$ cat src/rtl/sram22_arb2_if.sv
// Requester-side bus of sram22_arb2: two packed request ports plus tagged read responses.
// master = the two bus clients (driven together), slave = the arbiter.
interface sram22_arb2_if #(
    parameter int ADDR_WIDTH  = 9,
    parameter int DATA_WIDTH  = 8,
    parameter int WMASK_WIDTH = 8
);
    logic [1:0]               req_valid;
    logic [1:0]               req_ready;
    logic [1:0]               req_we;
    logic [2*WMASK_WIDTH-1:0] req_wmask;
    logic [2*ADDR_WIDTH-1:0]  req_addr;
    logic [2*DATA_WIDTH-1:0]  req_wdata;
    logic [1:0]               rsp_valid;
    logic [DATA_WIDTH-1:0]    rsp_rdata;

    modport master (
        output req_valid, req_we, req_wmask, req_addr, req_wdata,
        input  req_ready, rsp_valid, rsp_rdata
    );

    modport slave (
        input  req_valid, req_we, req_wmask, req_addr, req_wdata,
        output req_ready, rsp_valid, rsp_rdata
    );
endinterface

$ cat src/rtl/sram22_arb2.sv
// Two-port round-robin arbiter/sequencer driving a single-port sram22 macro from flops.
// Define SRAM22_ARB_FIXED_PRIO_EN for strict port-0 priority (no rotating pointer).
module sram22_arb2 #(
    parameter int ADDR_WIDTH  = 9,
    parameter int DATA_WIDTH  = 8,
    parameter int WMASK_WIDTH = 8
) (
    input  logic                   clk,
    input  logic                   rstb,
    sram22_arb2_if.slave           bus,
    output logic                   sram_ce,
    output logic                   sram_we,
    output logic [WMASK_WIDTH-1:0] sram_wmask,
    output logic [ADDR_WIDTH-1:0]  sram_addr,
    output logic [DATA_WIDTH-1:0]  sram_din,
    input  logic [DATA_WIDTH-1:0]  sram_dout
);
    generate
        if (DATA_WIDTH != WMASK_WIDTH) begin : g_bad_cfg
            $error("sram22_arb2: DATA_WIDTH must equal WMASK_WIDTH");
        end
    endgenerate

    logic [ADDR_WIDTH-1:0]  addr_arr  [2];
    logic [DATA_WIDTH-1:0]  wdata_arr [2];
    logic [WMASK_WIDTH-1:0] wmask_arr [2];

    genvar gi;
    generate
        for (gi = 0; gi < 2; gi++) begin : g_port
            assign addr_arr[gi]  = bus.req_addr[gi*ADDR_WIDTH +: ADDR_WIDTH];
            assign wdata_arr[gi] = bus.req_wdata[gi*DATA_WIDTH +: DATA_WIDTH];
            assign wmask_arr[gi] = bus.req_wmask[gi*WMASK_WIDTH +: WMASK_WIDTH];
        end
    endgenerate

    logic                   prio;
    logic [1:0]             grant;
    logic                   accept;
    logic                   sel;
    logic                   ce_reg;
    logic                   we_reg;
    logic [WMASK_WIDTH-1:0] wmask_reg;
    logic [ADDR_WIDTH-1:0]  addr_reg;
    logic [DATA_WIDTH-1:0]  din_reg;
    logic                   pend_reg;
    logic                   tag_reg;
    logic [1:0]             rsp_valid_reg;

    // Grant is masked while in reset so nothing looks accepted during rstb=0.
    always_comb begin
        grant = 2'b00;
        if (rstb) begin
            case (bus.req_valid)
                2'b01:   grant = 2'b01;
                2'b10:   grant = 2'b10;
                2'b11:   grant = prio ? 2'b10 : 2'b01;
                default: grant = 2'b00;
            endcase
        end
    end

    assign accept = |grant;
    assign sel    = grant[1];

`ifdef SRAM22_ARB_FIXED_PRIO_EN
    assign prio = 1'b0;
`else
    logic prio_reg;

    always_ff @(posedge clk or negedge rstb) begin
        if (!rstb) begin
            prio_reg <= 1'b0;
        end else if (accept) begin
            prio_reg <= ~sel;
        end
    end

    assign prio = prio_reg;
`endif

    // Stage 1 launches the access into macro-facing flops; stage 2 turns a pending read into its response pulse.
    always_ff @(posedge clk or negedge rstb) begin
        if (!rstb) begin
            ce_reg        <= 1'b0;
            we_reg        <= 1'b0;
            wmask_reg     <= '0;
            addr_reg      <= '0;
            din_reg       <= '0;
            pend_reg      <= 1'b0;
            tag_reg       <= 1'b0;
            rsp_valid_reg <= 2'b00;
        end else begin
            if (accept) begin
                ce_reg    <= 1'b1;
                we_reg    <= bus.req_we[sel];
                wmask_reg <= wmask_arr[sel];
                addr_reg  <= addr_arr[sel];
                din_reg   <= wdata_arr[sel];
                pend_reg  <= ~bus.req_we[sel];
                tag_reg   <= sel;
            end else begin
                ce_reg   <= 1'b0;
                pend_reg <= 1'b0;
            end
            rsp_valid_reg <= {pend_reg & tag_reg, pend_reg & ~tag_reg};
        end
    end

    assign bus.req_ready = grant;
    assign bus.rsp_valid = rsp_valid_reg;
    assign bus.rsp_rdata = sram_dout;
    assign sram_ce       = ce_reg;
    assign sram_we       = we_reg;
    assign sram_wmask    = wmask_reg;
    assign sram_addr     = addr_reg;
    assign sram_din      = din_reg;
endmodule

$ cat src/flat_wrapper.sv
// flat-port wrapper written by rule: the top's interface ports become plain ports
module sram22_arb2_flat 
#(
    parameter int ADDR_WIDTH  = 9,
    parameter int DATA_WIDTH  = 8,
    parameter int WMASK_WIDTH = 8
)
  (clk, rstb, sram_ce, sram_we, sram_wmask, sram_addr, sram_din, sram_dout, bus_req_valid, bus_req_we, bus_req_wmask, bus_req_addr, bus_req_wdata, bus_req_ready, bus_rsp_valid, bus_rsp_rdata);
  sram22_arb2_if #(.ADDR_WIDTH(ADDR_WIDTH), .DATA_WIDTH(DATA_WIDTH), .WMASK_WIDTH(WMASK_WIDTH)) bus_i ();
  input  logic clk;
  input  logic rstb;
  output logic sram_ce;
  output logic sram_we;
  output logic [WMASK_WIDTH-1:0] sram_wmask;
  output logic [ADDR_WIDTH-1:0] sram_addr;
  output logic [DATA_WIDTH-1:0] sram_din;
  input  logic [DATA_WIDTH-1:0] sram_dout;
  input wire logic [$bits(bus_i.req_valid)-1:0] bus_req_valid;
  input wire logic [$bits(bus_i.req_we)-1:0] bus_req_we;
  input wire logic [$bits(bus_i.req_wmask)-1:0] bus_req_wmask;
  input wire logic [$bits(bus_i.req_addr)-1:0] bus_req_addr;
  input wire logic [$bits(bus_i.req_wdata)-1:0] bus_req_wdata;
  output wire logic [$bits(bus_i.req_ready)-1:0] bus_req_ready;
  output wire logic [$bits(bus_i.rsp_valid)-1:0] bus_rsp_valid;
  output wire logic [$bits(bus_i.rsp_rdata)-1:0] bus_rsp_rdata;
  assign bus_i.req_valid = bus_req_valid;
  assign bus_i.req_we = bus_req_we;
  assign bus_i.req_wmask = bus_req_wmask;
  assign bus_i.req_addr = bus_req_addr;
  assign bus_i.req_wdata = bus_req_wdata;
  assign bus_req_ready = bus_i.req_ready;
  assign bus_rsp_valid = bus_i.rsp_valid;
  assign bus_rsp_rdata = bus_i.rsp_rdata;
  sram22_arb2 #(.ADDR_WIDTH(ADDR_WIDTH), .DATA_WIDTH(DATA_WIDTH), .WMASK_WIDTH(WMASK_WIDTH)) u_core (.clk(clk), .rstb(rstb), .bus(bus_i), .sram_ce(sram_ce), .sram_we(sram_we), .sram_wmask(sram_wmask), .sram_addr(sram_addr), .sram_din(sram_din), .sram_dout(sram_dout));
endmodule
$ cat config.mk
export PLATFORM = sky130hd
export DESIGN_NAME = sram22_arb2_flat
export DESIGN_NICKNAME = d
export VERILOG_FILES = /design/src/rtl/sram22_arb2_if.sv /design/src/rtl/sram22_arb2.sv /design/src/flat_wrapper.sv
export SDC_FILE = /design/constraint.sdc
export NUM_CORES = 1
export LEC_CHECK = 0
export CAP_MARGIN = 10
export CORE_AREA = 2 2 53 92
export DETAILED_ROUTE_END_ITERATION = 10
export DIE_AREA = 0 0 55 94
export PLACE_DENSITY_LB_ADDON = 0.12
export SKIP_CTS_REPAIR_TIMING = 1
export SYNTH_ARGS = -nofsm -noshare
export SYNTH_HDL_FRONTEND = slang
export SYNTH_SLANG_ARGS = --single-unit
$ cat constraint.sdc
create_clock -name clk -period 1.9 [get_ports clk]
set_clock_uncertainty 0.15 [all_clocks]
set_input_delay 0.38 -clock clk [delete_from_list [all_inputs] [get_ports clk]]
set_output_delay 0.38 -clock clk [all_outputs]
set_load 0.01 [all_outputs]
==> summary.txt <==
Outcome
  • Status: finished clean

Layout
  • Largest register FFs: 9
  • Area growth syn-to-layout: 67.36%
  • Nets@finish: 298
  • Final Util: 0.5682
  • Share of layout cells above drive strength 1: 0.1021
  • FILL cells: 406
  • N_diodes: 0
  • Non-filler cells, final: 286
  • Post-route cell area: 0.002502 mm2

Setup path
  • CP Capture Type: primary output
  • Critical Path RT: 1.37 ns
  • Startpoint types: input pin
  • Crit path DAT: 1.33 ns
  • Kind of critical path: in2out
  • RR Startpoint: u_core.prio
  • Critical path peak fanout: 3
  • Crit path from: bus_req_valid[1]

STA
  • RSZ-0062 raised after global routing: false
  • Hold Fails Final Rpt: 0
  • Setup TNS: 0 ns
  • Final setup violation count: 0
  • Worst slew pin tran: 0.3499 ns
  • Fmax achieved: 538.2 MHz
  • Final Critical Period: 1.858 ns
  • Slew Viols, Final: 0
  • Hold WS: 0.04071 ns
  • Tcrit/Tclk final: 0.9779
  • Slew margin rel.: 0.7668
  • Final WS setup: 0.04204 ns

CTS
  • H-Tree Depth: 2
  • Clock buffer depth: 2
  • CTS root buffer: clkbuf_8
  • Worst-skew pair later-pin latency: 0.27 ns
  • CTS tree: built
  • Sinks on Clock Net: 32
  • Clock slew at reported path FFs: 0.06 ns
  • CTS Buf Count: 5

Place
  • DP Wirelength: 3326 um
  • Area of placed instances: 0.002397 mm2
  • Post-place setup slack: -0.3179 ns
  • Port Buf Inserts: 86
  • Placed instance count: 277
  • GP Congestion: 0.6831

Power and ir drop
  • Leak Pwr: 1.045 nW
  • VDD IR max: 0.5343 mV
  • Cell Pwr Density: 781.2 mW/mm2
  • Overall power: 1.955 mW

Floorplanning
  • Die Ht: 94 um
  • IO Pins: 103
  • Initial Utilization: 0.3395
  • Floorplan core area: 0.004404 mm2
  • Die Wd: 55 um
  • Row count: 32
  • Full die area: 0.005170 mm2

Synth
  • Synth area leaders: dfrtp_1 (54%), a221o_1 (8.0%), a31oi_1 (5.9%)
  • Cell count after synthesis: 146
  • Area leader, netlist: dfrtp_1
  • Post-synthesis cell area: 0.001495 mm2
  • Synth top area share: 0.5356
  • Synth Warn #: 0
  • Post-synthesis average cell area: 10.24 um2
  • Syn_nets: 210
  • Post-synthesis sequential area ratio: 0.5356
  • Synth cell types: 22
  • Yosys reg bits: 32

Global routing
  • Global Route met3 Usage: 0.04140
  • Met1 usage: 0.1988
  • Number of global-route vias before repair: 1590
  • Initial antenna violation count: 0
  • GR Layer Usage met2: 0.3254
  • GR peak layer: met2
  • First-pass GRT wire length: 6962 um
  • Total Routing Usage GR: 0.1845
  • Pin count of the biggest net entering global routing: 30
  • Grt total ovfl: 0

Route
  • Routed Antenna Nets: 0
  • Total wire length after detailed routing: 4412 um
  • DRC: 0
  • Total number of vias: 1484
  • First-pass DRT Iterations: 5
  • Initial DRC Count: 44
  • Wire per inst: 15.43 um
  • Vias per inst: 5.189

Job
  • Max-capacitance violation count: 0

Worst hold path
  • Worst min-delay path category: in2async
cell type report:
cell class,count,area (um2),share of cell area
tap,51,63.81,0.02550
sequential,32,800.8,0.3200
multi-input combinational,94,563.0,0.2250
clock buffer,8,90.09,0.03600
timing repair buffer,100,980.9,0.3920
inverter,1,3.754,0.001500
per-layer routing:
metal / part of all wire / wire length, um
met5: 0 / 0
met4: 0.016 / 69
met3: 0.082 / 361
met2: 0.54 / 2371
met1: 0.36 / 1609
synthesized netlist by cell type:
cell      instances
and3_1            1
clkbuf_1          1
o21a_2            1
nor2_1           14
a221o_1          12
nand2_1           3
inv_1             1
dfrtp_1          32
a21oi_2           1
nand3_1          14
o21ai_0          15
nor2_2            1
and2b_4           1
buf_2             5
o22ai_1           1
nor2b_1          13
buf_4            11
clkbuf_2          1
buf_6             1
and2_1            2
a31oi_1          14
nand2b_1          1
where the power goes:
part           leakage (nW)  internal, mW  switching, mW
clock                0.0455         0.295          0.222
combinational         0.619         0.368          0.237
sequential            0.380         0.779         0.0529
total                  1.04          1.44          0.512
worst max-delay path, stage by stage:
cell             delay (ns)
clkdlybuf4s50_1        0.53
nand2_1                0.11
nor2_2                 0.14
dlymetal6s2s_1         0.17
kinds of logic (layout without fill, tap and decap cells):
kind of cell    Yosys count  count (layout)  share of synthesized area
flops                    32              32                     0.5356
compound gates           44              44                     0.2050
buf+inv                  20             109                    0.08786
simple gates             50              50                     0.1716
placed cells by master, fill, tap and decap left out:
cell type and count:
and3_1 1, nor2_1 14, o21ai_0 15, o21a_2 1, dfrtp_1 32, clkbuf_1 2
clkbuf_8 6, and2_1 2, inv_1 1, clkdlybuf4s50_1 83, a221o_1 12, nor2b_1 13
nor2_2 1, buf_4 12, a21oi_2 1, buf_12 1, dlygate4sd3_1 1, and2b_4 1
a31oi_1 14, dlymetal6s2s_1 2, buf_2 1, nand2_1 3, nand3_1 14, nand2b_1 1
o22ai_1 1
final timing paths:
check                                          endpoint  slack [ns]  depth (start not counted)
max in group asynchronous          u_core.sram_wmask[3]        0.94                          3
worst min register to register  u_core.bus.rsp_valid[0]        0.29                          1
worst min-delay path               u_core.sram_wmask[6]        0.04                          2
min in group clk                u_core.bus.rsp_valid[0]        0.29                          1
worst max-delay path                   bus_req_ready[1]        0.04                          4
worst max register to register     u_core.sram_wmask[2]        0.41                          4
(Power assumes the default switching activity.)
